`src/rtl/timer_pkg.sv`:
```
// Shared definitions for the multi-channel countdown timer.
//   MODE_ONESHOT / MODE_PERIODIC : per-channel mode encodings (mode_i bit)
//   tick_cycles()                : clk cycles per timer tick
//   tick_cfg_ok()                : elaboration-time sanity check of the clock/tick pair
package timer_pkg;

  localparam logic MODE_ONESHOT  = 1'b0;
  localparam logic MODE_PERIODIC = 1'b1;

  // Cycles per tick; a zero tick rate yields 0 so the config check can reject it
  // instead of elaboration dividing by zero.
  function automatic int tick_cycles(input int clk_hz, input int tick_hz);
    if (tick_hz <= 0) return 0;
    return clk_hz / tick_hz;
  endfunction

  // The tick period must be an exact whole number of clocks and at least two,
  // otherwise the prescaler cannot represent a wrap point.
  function automatic bit tick_cfg_ok(input int clk_hz, input int tick_hz);
    if (tick_hz <= 0 || clk_hz <= 0) return 1'b0;
    if ((clk_hz % tick_hz) != 0) return 1'b0;
    return (clk_hz / tick_hz) >= 2;
  endfunction

endpackage

```
`src/rtl/timer_channel.sv`:
```
// One countdown channel: start edge detect, tick prescaler, remaining-tick
// counter and one-shot/periodic reload.
// Ports:
//   clk, rst   : clock, synchronous active-high reset
//   start      : start level; a rising edge (re)loads the channel
//   mode       : 0 one-shot, 1 periodic; sampled on the start edge
//   delay      : tick count; sampled on the start edge
//   pause      : level; freezes prescaler and remain
//   abort      : level; returns the channel to idle without a done pulse
//   active     : channel running (paused included)
//   done       : one-cycle strobe on expiry (or one cycle after a zero-delay start)
//   remain     : registered remaining whole ticks, 0 when idle
// Interface note: there is no valid/ready handshake here. start is a plain
// level whose rising edge is the request; done is a single-cycle strobe that
// the consumer must sample in the cycle it is high.
module timer_channel
  import timer_pkg::*;
#(
  parameter int TICK_CYC = 10,
  parameter int CNT_W    = 8
) (
  input  logic             clk,
  input  logic             rst,
  input  logic             start,
  input  logic             mode,
  input  logic [CNT_W-1:0] delay,
  input  logic             pause,
  input  logic             abort,
  output logic             active,
  output logic             done,
  output logic [CNT_W-1:0] remain
);

  localparam int              PS_W    = $clog2(TICK_CYC);
  localparam logic [PS_W-1:0] PS_LAST = PS_W'(TICK_CYC - 1);

  logic             start_prev;
  logic             active_q;
  logic             done_q;
  logic [PS_W-1:0]  prescale_q;
  logic [CNT_W-1:0] remain_q;
  logic [CNT_W-1:0] d_q;
  logic             mode_q;

  logic start_edge;
  logic tick_wrap;
  logic expire;

  assign start_edge = start & ~start_prev;
  assign tick_wrap  = (prescale_q == PS_LAST);
  // remain is never 0 while active, so this is the 1 -> 0 transition.
  assign expire     = tick_wrap && (remain_q == CNT_W'(1));

  // Priority: rst > abort > start edge > pause > count. A start edge beats the
  // count branch, which is what suppresses an expiry landing on a retrigger.
  always_ff @(posedge clk) begin
    if (rst) begin
      // All ones so a start level held through reset is not seen as an edge.
      start_prev <= 1'b1;
      active_q   <= 1'b0;
      done_q     <= 1'b0;
      prescale_q <= '0;
      remain_q   <= '0;
      d_q        <= '0;
      mode_q     <= MODE_ONESHOT;
    end else begin
      start_prev <= start;
      done_q     <= 1'b0;
      if (abort) begin
        active_q   <= 1'b0;
        prescale_q <= '0;
        remain_q   <= '0;
      end else if (start_edge) begin
        d_q        <= delay;
        mode_q     <= mode;
        prescale_q <= '0;
        remain_q   <= delay;
        if (delay == '0) begin
          // Nothing to count: report completion immediately, never go active.
          active_q <= 1'b0;
          done_q   <= 1'b1;
        end else begin
          active_q <= 1'b1;
        end
      end else if (active_q && !pause) begin
        if (tick_wrap) begin
          prescale_q <= '0;
          if (expire) begin
            done_q <= 1'b1;
            if (mode_q == MODE_PERIODIC) begin
              remain_q <= d_q;
            end else begin
              remain_q <= '0;
              active_q <= 1'b0;
            end
          end else begin
            remain_q <= remain_q - CNT_W'(1);
          end
        end else begin
          prescale_q <= prescale_q + PS_W'(1);
        end
      end
    end
  end

  assign active = active_q;
  assign done   = done_q;
  assign remain = remain_q;

endmodule

```
`src/rtl/multi_timer.sv`:
```
// N-channel programmable countdown timer. Each channel is an independent
// timer_channel; this level only checks the configuration and slices the
// packed per-channel vectors.
// Ports:
//   clk, rst  : clock, synchronous active-high reset
//   start_i   : [N_CH] start levels (rising edge triggers)
//   mode_i    : [N_CH] 0 one-shot, 1 periodic
//   delay_i   : [N_CH*CNT_W] tick counts, channel c at [c*CNT_W +: CNT_W]
//   pause_i   : [N_CH] freeze levels
//   abort_i   : [N_CH] abort levels
//   active_o  : [N_CH] channel running
//   done_o    : [N_CH] expiry strobes
//   remain_o  : [N_CH*CNT_W] remaining ticks, same packing as delay_i
module multi_timer
  import timer_pkg::*;
#(
  parameter int CLK_HZ  = 100_000_000,
  parameter int TICK_HZ = 1,
  parameter int N_CH    = 4,
  parameter int CNT_W   = 8
) (
  input  logic                  clk,
  input  logic                  rst,
  input  logic [N_CH-1:0]       start_i,
  input  logic [N_CH-1:0]       mode_i,
  input  logic [N_CH*CNT_W-1:0] delay_i,
  input  logic [N_CH-1:0]       pause_i,
  input  logic [N_CH-1:0]       abort_i,
  output logic [N_CH-1:0]       active_o,
  output logic [N_CH-1:0]       done_o,
  output logic [N_CH*CNT_W-1:0] remain_o
);

  localparam int TICK_CYC = tick_cycles(CLK_HZ, TICK_HZ);

  if (!tick_cfg_ok(CLK_HZ, TICK_HZ)) begin : g_bad_tick_cfg
    $error("multi_timer: CLK_HZ must be a multiple of TICK_HZ with CLK_HZ/TICK_HZ >= 2");
  end

  if (N_CH < 1 || N_CH > 16) begin : g_bad_n_ch
    $error("multi_timer: N_CH must be in 1..16");
  end

  if (CNT_W < 1) begin : g_bad_cnt_w
    $error("multi_timer: CNT_W must be at least 1");
  end

  for (genvar c = 0; c < N_CH; c++) begin : g_ch
    timer_channel #(
      .TICK_CYC (TICK_CYC),
      .CNT_W    (CNT_W)
    ) u_ch (
      .clk    (clk),
      .rst    (rst),
      .start  (start_i[c]),
      .mode   (mode_i[c]),
      .delay  (delay_i[c*CNT_W +: CNT_W]),
      .pause  (pause_i[c]),
      .abort  (abort_i[c]),
      .active (active_o[c]),
      .done   (done_o[c]),
      .remain (remain_o[c*CNT_W +: CNT_W])
    );
  end

endmodule

```
`config.mk`:
```
export PLATFORM = sky130hd
export DESIGN_NAME = multi_timer
export DESIGN_NICKNAME = d
export VERILOG_FILES = /design/src/rtl/timer_pkg.sv /design/src/rtl/timer_channel.sv /design/src/rtl/multi_timer.sv
export SDC_FILE = /design/constraint.sdc
export NUM_CORES = 1
export LEC_CHECK = 0
export ABC_AREA = 1
export CORE_UTILIZATION = 59
export CTS_BUF_LIST = sky130_fd_sc_hd__clkbuf_16
export CTS_CLUSTER_DIAMETER = 50
export DETAILED_ROUTE_END_ITERATION = 8
export PLACE_DENSITY_LB_ADDON = 0.2
export SYNTH_ARGS = -nofsm -noshare
export SYNTH_HDL_FRONTEND = slang
export SYNTH_SLANG_ARGS = --single-unit
```
`constraint.sdc`:
```
create_clock -name clk -period 1.92 [get_ports clk]
set_clock_uncertainty 0.1 [all_clocks]
set_input_delay 0.192 -clock clk [delete_from_list [all_inputs] [get_ports clk]]
set_output_delay 0.192 -clock clk [all_outputs]
set_load 0.02 [all_outputs]
```
After elaboration in Yosys (flattened, before gate mapping):

Cells that the tools add are included.

* add/sub/neg operators: 8
* multipliers: 0
* div/mod/pow operators: 0
* $lt $le $gt $ge: 0
* equal/unequal tests: 12
* shift-type cells: 0
* multiplexer cells: 68
* bitwise operators: 12
* reductions and logical operators: 48

Operator list (number)
* $mux W8: 20
* $add A27 B1 Y27 const B: 4
* $eq A27 B27 Y1 const B: 4
* $mux W27: 4
* $mux W1: 44
* $eq A8 B1 Y1 const B: 4
* $logic_not A8 Y1: 4
* $sub A8 B1 Y8 const B: 4
* $reduce_bool A2 Y1: 12
* $reduce_and A2 Y1: 8
* $reduce_and A4 Y1: 4
* $reduce_or A3 Y1: 4
* $logic_and A1 B1 Y1: 8
* $ne A2 B2 Y1 const B: 4
* $not A1 Y1: 8
* $reduce_or A2 Y1: 4
* $and A1 B1 Y1: 4
* $logic_not A1 Y1: 4

* register bits after elaboration: 188
* bits in latches: 0
* RAM bits: 0
* ROM bits: 0
* bits of input ports: 50
* memories kept: 0

Depth between registers and ports, before layout:

Gate-level depths: netlist of the first run.

* depth in word-level cells: 6
* gate-level depth with buffers: 12

Cells and area by module:

From an unflattened synthesis of the first run, not the netlist that was laid out.

* cells, all modules: 1968
* area total of the unflattened synthesis: 11956.5 um^2

By module, submodules not included
* timer_channel: times used 4, cells each 492, area an instance 2989.1 um^2, sequential area each 940.9 um^2

Least setup slack after synthesis of the first run:

No wires, ideal clock.

* path kind: reg-to-reg
* from: register g_ch[3].u_ch.prescale_q[0]
* to: register g_ch[3].u_ch.remain_q[2]
* library setup time: 0.112 ns
* arrival: 1.469 ns
* path slack: 0.239 ns
* stages on the path, launching flop included: 12
* clock period less this slack: 1.681 ns
* path through: dfxtp_1 -> ha_1 -> inv_1 -> nor2_1 -> nand2_1 -> nor2_2 -> nand3_2 -> nand2_2 -> inv_2 -> buf_6 -> nand2_1 -> nand2_1

* word-level cells in the longest chain between the ends: 6
* elaborated cells on any way between the ends: 8
* those cells by class: eq/ne: 1; mux: 4; reduce/logical: 3

RTL lines
* start: declaration: RTL line timer_channel.sv:40 `logic [PS_W-1:0] prescale_q;`
* start signal: assignment: RTL line timer_channel.sv:100 `prescale_q <= prescale_q + PS_W'(1);`
* $eq A27 B27 Y1 (*): RTL line timer_channel.sv:50 `assign tick_wrap = (prescale_q == PS_LAST);`
* $logic_and A1 B1 Y1: RTL line timer_channel.sv:52 `assign expire = tick_wrap && (remain_q == CNT_W'(1));`
* $mux W8: RTL line timer_channel.sv:88 `if (expire) begin`
* $mux W8: RTL line timer_channel.sv:86 `if (tick_wrap) begin`
* $mux W8: RTL line timer_channel.sv:85 `end else if (active_q && !pause) begin`
* $mux W8: RTL line timer_channel.sv:73 `end else if (start_edge) begin`
* end signal: assignment: RTL line timer_channel.sv:77 `remain_q <= delay;`
* end signal: assignment: RTL line timer_channel.sv:91 `remain_q <= d_q;`
* end signal: assignment: RTL line timer_channel.sv:97 `remain_q <= remain_q - CNT_W'(1);`
* end: declaration: RTL line timer_channel.sv:41 `logic [CNT_W-1:0] remain_q;`

Every way passes the cells marked *; elsewhere a longest branch is shown, timed or not. The select of a mux whose other input is x is not followed.
A chain may end at the register's enable or synchronous reset.

Worst setup path in the final report of the first run:

* from: register g_ch[2].u_ch.active_q
* to: output active_o[2]

RTL lines
* start: declaration: RTL line timer_channel.sv:38 `logic active_q;`
* start signal: assignment: RTL line timer_channel.sv:60 `active_q <= 1'b0;`
* start signal: assignment: RTL line timer_channel.sv:70 `active_q <= 1'b0;`
* start signal: assignment: RTL line timer_channel.sv:80 `active_q <= 1'b0;`
* end: declaration: RTL line multi_timer.sv:29 `output logic [N_CH-1:0] active_o,`

No word-level cell between the ends.

==> results of run 1 <==
==> per-layer routing <==
metal / vias up / global-route usage (%) / part of all wire [%]
li1: 5577 / - / -
met1: 4996 / 39.79 / 45
met2: 380 / 49.36 / 47
met3: 41 / 4.562 / 6.2
met4: 0 / 8.696 / 1.5
met5: - / 0 / 0
==> final timing paths <==
kind,slack (ns),cells after the start,end
worst max register to register,0.10,10,g_ch[0].u_ch.prescale_q[18]
worst min-delay path,0.09,2,g_ch[0].u_ch.d_q[6]
worst max-delay path,0.05,2,active_o[2]
worst min register to register,0.36,2,g_ch[0].u_ch.d_q[6]
==> flip-flops by register name, summed over array words and instances (netlist names) <==
register              count
g_ch.u_ch.prescale_q    108
g_ch.u_ch.active          4
g_ch.u_ch.start_prev      4
g_ch.u_ch.mode_q          4
g_ch.u_ch.d_q            32
g_ch.u_ch.done            4
g_ch.u_ch.remain         32
==> layout make-up <==
cell class	instances	area [um^2]
Multi-Input combinational cell	1221	6264
Fill cell	1521	4845
Clock inverter	11	107.6
Timing Repair Buffer	184	1612
Sequential cell	188	3767
Clock buffer	17	425.4
Tap cell	229	286.5
Antenna cell	1	2.502
Inverter	189	715.7
==> synth_stat cells (6+ instances only) <==
cell | number | area [um^2]
nand2_1 | 437 | 1640
nor2_1 | 238 | 893.4
dfxtp_1 | 188 | 3764
inv_1 | 170 | 638.1
nand3_1 | 110 | 550.5
a21oi_1 | 81 | 405.4
nor3_1 | 54 | 270.3
o21ai_0 | 53 | 265.3
nand4_1 | 43 | 269.0
xor2_1 | 39 | 341.6
nor2_2 | 18 | 112.6
nand2_2 | 17 | 106.4
nor2_4 | 17 | 191.4
nand3b_1 | 15 | 112.6
inv_2 | 14 | 52.55
clkbuf_1 | 12 | 45.04
ha_1 | 12 | 150.1
xnor2_1 | 11 | 96.34
buf_4 | 10 | 75.07
buf_6 | 6 | 67.56
mux2i_1 | 6 | 60.06
nand3_2 | 6 | 60.06
nand3_4 | 6 | 105.1
nor4_1 | 6 | 37.54
==> cells in the final DEF (no fill, tap or decap), drive strengths merged, types with 5 or more instances in the layout <==
cell type / count
nor2: 276
mux2i: 6
clkdlybuf4s50: 88
buf: 96
xor2: 39
inv: 186
nand3: 122
o21a: 5
clkbuf: 17
nand3b: 16
clkinv: 10
nor4: 8
a21oi: 81
xnor2: 11
nor3: 59
ha: 12
nor3b: 6
dfxtp: 188
nand2: 460
nand4: 45
o21ai: 57
==> worst max-delay path: stages, from the launching register on <==
cell and delay, ns:
dfxtp_1 0.39, buf_4 0.16, clkdlybuf4s50_1 0.60
==> what timing repair did <==
action / 4_1_cts / 5_1_grt
buffers inserted: 0 / 11
hold buffers: 0 / 0
endpoints found under the setup margin: 0 / 68
gates resized for setup: 0 / 24
==> power groups by stage <==
| stage | registers (W) | clock network (W) | logic [W] |
|---|---|---|---|
| after floorplan | 0.00407 | 0 | 0.000387 |
| after global placement | 0.00407 | 0 | 0.000696 |
| after detailed placement | 0.00407 | 0 | 0.000703 |
| after CTS | 0.00398 | 0.00337 | 0.000709 |
| after global routing | 0.00398 | 0.00355 | 0.000786 |
| final | 0.00398 | 0.00332 | 0.000720 |
==> kinds of logic after synthesis <==
logic type	synth area share (%)
buffers and inverters	8.555
adder cells (fa/ha/maj)	1.380
multiplexers	0.5519
flip-flops	34.59
XOR/XNOR	4.024
AND/OR/NAND/NOR	43.18
AO/OA/AOI/OAI	7.727
==> metrics by stage <==
| step | area, um^2 | utilization [%] | hold WS (ns) |
|---|---|---|---|
| 2_1_floorplan | 10880 | - | 0.1884 |
| 3_3_place_gp | 12480 | 69.23 | 0.3504 |
| 3_5_place_dp | 12480 | 69.23 | 0.3547 |
| 4_1_cts | 13010 | 72.19 | 0.07764 |
| 5_1_grt | 13180 | 73.11 | 0.08109 |
| 6_report | 13180 | 73.12 | 0.08581 |
==> flow_metrics.py, run 1 <==
metrics = {
    "logic_synthesis": {
        "synth.ff_latch_count": 188,
        "post_synth_num_cell_types": 50,
        "synth.avg_cell_area_um2": 6.664,
        "synth.yosys.seq_area_share_pct": 34.59,
        "number_of_nets_produced_by_synthesis": 1695,
        "postSynth.asyncResetShare_pct": 0,
        "yosys_warnings": 0,
        "synth_enable_flop_cells": 0,
        "synth.cell_area_um2": 10880,
        "postSynthCellCount": 1633,
        "synth_top_flop_cell": "dfxtp_1",
    },
    "drt": {
        "initialDrtViolationCount": 794,
        "remaining_antenna_violation_count_after_routing": 0,
        "drt-vias-per-instance": 5.389,
        "drtPass1Iterations": 5,
        "wl_per_cell_um": 13.87,
        "post-route-drc-count": 0,
        "route.final.wire_length_um": 28300,
        "num_vias": 10990,
    },
    "critical_path": {
        "critical_path_required_ns": 1.63,
        "crit_start": "g_ch[2].u_ch.active",
        "worstSetupEndpointType": "output port",
        "arrival_ns": 1.58,
        "critPathMaxFanout": 2,
        "timing_worst_setup_path_type": "register to output port",
        "r2r_start": "g_ch[0].u_ch.prescale_q[0]",
        "timing.critical_path.from_type": "register",
    },
    "timing": {
        "grt_setup_unrepaired": "yes",
        "setup_tns_ns": 0,
        "setup-violations-final": 0,
        "tightestPinTransition_ns": 0.4445,
        "timing.final.max_slew_violations": 0,
        "final.setup.worst_slack_ns": 0.05124,
        "fmaxAchievable_ghz": 0.5351,
        "hold_viol": 0,
        "maxSlewHeadroom_pct": 70.12,
        "min_period_over_period_pct": 97.33,
        "min_tclk_post_route_ns": 1.869,
    },
    "floorplanning": {
        "dieArea_um2": 18990,
        "floorplan.initialDensity_pct": 60.37,
        "die_x_um": 137.8,
        "floorplan.io_pins": 90,
        "placementRows": 49,
        "dieHeight_um": 137.8,
        "core-area_um2": 18020,
    },
    "finish": {
        "layout-area-overhead-vs-synth_pct": 21.12,
        "finish.net_count": 1863,
        "final_cell_count_no_fill": 2040,
        "share_of_final_layout_standard_cells_stronger_than_drive_strength_1_pct": 13.26,
    },
    "clock_tree": {
        "cts_buffers": 17,
        "cts_num_sinks": 188,
        "source_to_sink_clock_delay_at_the_later_pin_of_the_worst_skew_pair_ns": 0.44,
        "cts_root_buffer": "clkbuf_16",
        "deepest_clock_path_buffer_count": 2,
        "clkTransAtPathRegs_ns": 0.07,
        "h_tree_lvls": 4,
        "cts_tree": "done",
    },
    "power_and_ir_drop": {
        "p_switching_w": 0.001908,
        "clock_power_share_pct": 41.4,
        "internal_power_w": 0.006115,
        "largest_vdd_supply_drop_v": 0.0006101,
        "switching_share_pct": 23.78,
        "seq_power_share_pct": 49.6,
        "power.static_leakage_nw": 5.264,
        "totalPowerFinal_w": 0.008022,
        "pwr-share-comb_pct": 9.0,
        "power.density_cell_area_nw_per_um2": 608.7,
    },
    "grt": {
        "groute.usage.overall_pct": 29.77,
        "initial_antenna_violation_count": 0,
        "first_global_vias": 9721,
        "globalRouteOverflowTotal": 0,
        "grt_max_degree": 18,
        "grt_first_pass_wirelength_um": 45040,
    },
    "place": {
        "preCtsSetupSlack_ns": -0.1081,
        "hpwl_um": 21080,
        "numPortBuffers": 89,
        "numPlacedInstances": 2000,
        "global_placer_s_final_weighted_congestion": 0.9242,
    },
    "min_path": {
        "worstHoldStart": "rst",
        "worstHoldPathType": "input port to register",
    },
    "status": {
        "outcome": "complete, no violations",
    },
    "job": {
        "maxCapViolCount": 0,
    },
}
No activity file was read; power rests on OpenSTA's default activity.
==> run 2, diff against run 1 <==
Settings changed: CORE_UTILIZATION 59 to 60.
Clock period 1.92 ns to 2.3 ns, I/O delays scaled along.
==> flow_metrics.py, run 2 (synthesis results as in run 1) <==
metrics = {
    "floorplanning": {
        "floorplan.io_pins": 90,
        "core-area_um2": 17480,
        "die_x_um": 136.7,
        "dieArea_um2": 18680,
        "placementRows": 48,
        "dieHeight_um": 136.7,
        "floorplan.initialDensity_pct": 62.26,
    },
    "critical_path": {
        "timing.critical_path.from_type": "register",
        "r2r_start": "g_ch[3].u_ch.prescale_q[0]",
        "timing.critical_path.max_delay_family": "simple AND/OR/NAND/NOR gates",
        "cp_slowest_cell": "dfxtp_1",
        "critical_path_s_largest_stage_delay_ns": 0.41,
        "ff2ff_setup_slack_ns": 0.26,
        "critical_path_required_ns": 2.57,
        "critPathMaxFanout": 5,
        "critical_path.reg2reg.endpoint": "g_ch[3].u_ch.remain[7]",
        "arrival_ns": 2.31,
        "crit_start": "g_ch[3].u_ch.prescale_q[0]",
        "timing_worst_setup_path_type": "register to register",
        "worstSetupEndpointType": "register",
        "critical_path_buf_inv_count": 1,
        "crit_top_cell": "nand2_1",
        "chain_of_cells_forming_the_critical_path": "ha_1 > inv_1 > nor2_1 > nand2_1 > nor2_2 > nand3_2 > nand2_2 > nand2_1 > nor2_1 > nand2_1 > nand2_1",
        "worst-r2r-cell-count": 11,
    },
    "min_path": {
        "worstHoldPathType": "input port to register",
        "min_path_cells": 3,
        "worst_hold_path.endpoint": "g_ch[3].u_ch.start_prev",
        "worstHoldStart": "start_i[3]",
    },
    "power_and_ir_drop": {
        "clock_power_share_pct": 42.0,
        "power.static_leakage_nw": 4.869,
        "internal_power_w": 0.005104,
        "p_switching_w": 0.001599,
        "pwr-share-comb_pct": 8.4,
        "power.density_cell_area_nw_per_um2": 533.5,
        "seq_power_share_pct": 49.6,
        "switching_share_pct": 23.85,
        "largest_vdd_supply_drop_v": 0.0005386,
    },
    "drt": {
        "num_vias": 10590,
        "drtPass1Iterations": 5,
        "drt-vias-per-instance": 5.391,
        "remaining_antenna_violation_count_after_routing": 0,
        "route.final.wire_length_um": 26050,
        "wl_per_cell_um": 13.26,
        "post-route-drc-count": 0,
        "initialDrtViolationCount": 697,
    },
    "grt": {
        "groute.usage.overall_pct": 28.71,
        "first_global_vias": 9467,
        "initial_antenna_violation_count": 1,
        "grt_first_pass_wirelength_um": 43230,
        "globalRouteOverflowTotal": 0,
        "grt_max_degree": 20,
    },
    "finish": {
        "post-route-util_pct": 71.89,
        "top_register": "g_ch.u_ch.prescale_q",
        "leading_cell_type_in_the_layout_fill_and_taps_excluded": "nand2_1",
        "finish.net_count": 1789,
        "fillerInstances": 1462,
        "largest_register_ffs": 108,
        "layout-area-overhead-vs-synth_pct": 15.47,
        "share_of_final_layout_standard_cells_stronger_than_drive_strength_1_pct": 8.683,
        "layout_common_cells": "nand2_1 (437), nor2_1 (238), dfxtp_1 (188)",
    },
    "clock_tree": {
        "h_tree_lvls": 4,
        "deepest_clock_path_buffer_count": 2,
        "cts.repair_timing.setup_buffer_count": 0,
        "cts_num_sinks": 188,
        "quantity_of_hold_fixing_buffers_added_after_cts": 0,
        "cts_buffers": 17,
        "source_to_sink_clock_delay_at_the_later_pin_of_the_worst_skew_pair_ns": 0.43,
        "cts_tree": "done",
        "cts_root_buffer": "clkbuf_16",
        "cts_resized": 0,
        "clkTransAtPathRegs_ns": 0.07,
    },
    "timing": {
        "maxSlewHeadroom_pct": 56.47,
        "hold_viol": 0,
        "min_period_over_period_pct": 88.88,
        "timing.final.max_slew_violations": 0,
        "setup_tns_ns": 0,
        "tightestPinTransition_ns": 0.6470,
        "setup-violations-final": 0,
        "min_tclk_post_route_ns": 2.044,
        "fmaxAchievable_ghz": 0.4892,
        "grt_setup_unrepaired": "no",
    },
    "job": {
        "maxCapViolCount": 0,
    },
    "place": {
        "global_placer_s_final_weighted_congestion": 0.9327,
        "numPortBuffers": 89,
        "hpwl_um": 19940,
    },
    "status": {
        "outcome": "complete, no violations",
    },
}
## run 2: final cells by class
| class | count | area (um^2) | share of cell area [%] |
|---|---|---|---|
| well taps | 225 | 281.5 | 2.241 |
| inverters | 189 | 711.9 | 5.666 |
| repair buffers | 110 | 1061 | 8.445 |
| multi-input cells | 1221 | 6187 | 49.24 |
| flip-flops and latches | 188 | 3764 | 29.95 |
| clock buffers | 17 | 425.4 | 3.386 |
| diodes | 1 | 2.502 | 0.01992 |
| clock inverters | 14 | 131.4 | 1.046 |
## run 2: how the worst max path moves through the flow
stage	to	slack [ns]	cells past startpoint
2_1_floorplan	g_ch[3].u_ch.remain[2]	0.62	11
3_3_place_gp	g_ch[2].u_ch.prescale_q[20]	0.22	10
3_5_place_dp	g_ch[0].u_ch.prescale_q[26]	0.20	9
4_1_cts	g_ch[3].u_ch.remain[7]	0.27	11
5_1_grt	g_ch[3].u_ch.prescale_q[26]	0.05	10
6_report	g_ch[3].u_ch.remain[7]	0.26	11
## run 2: per-layer routing
metal / vias up / GRT usage, % / share of wire [%]
li1: 5436 / - / -
met1: 4804 / 38.03 / 45
met2: 314 / 47.57 / 47
met3: 39 / 4.333 / 5.5
met4: 0 / 9.506 / 1.8
met5: - / 0 / 0
## run 2: power by group through the flow
stage / Clock, W / Combinational [W] / Sequential [W]
after floorplan: 0 / 0.000323 / 0.00340
after global placement: 0 / 0.000550 / 0.00340
after detailed placement: 0 / 0.000556 / 0.00340
after CTS: 0.00286 / 0.000559 / 0.00332
after global routing: 0.00299 / 0.000618 / 0.00333
final: 0.00282 / 0.000562 / 0.00332
## run 2: tightest hold or removal path, cell delays in order
cell and delay (ns):
clkdlybuf4s50_1 0.46, inv_1 0.07, nand2_1 0.06
## run 2: metrics by stage
step / setup WS, ns / total power (W) / cell area, um^2 / std cells / hold slack, ns
floorplan: 0.6189 / 0.003723 / 10880 / 1633 / 0.2264
global placement: 0.2228 / 0.003945 / 12010 / 1933 / 0.3377
detailed placement: 0.1951 / 0.003952 / 12010 / 1933 / 0.3484
CTS: 0.2679 / 0.006744 / 12560 / 1964 / 0.3162
global route: 0.04603 / 0.006939 / 12560 / 1965 / 0.3272
finish: 0.2558 / 0.006703 / 12560 / 1965 / 0.3263
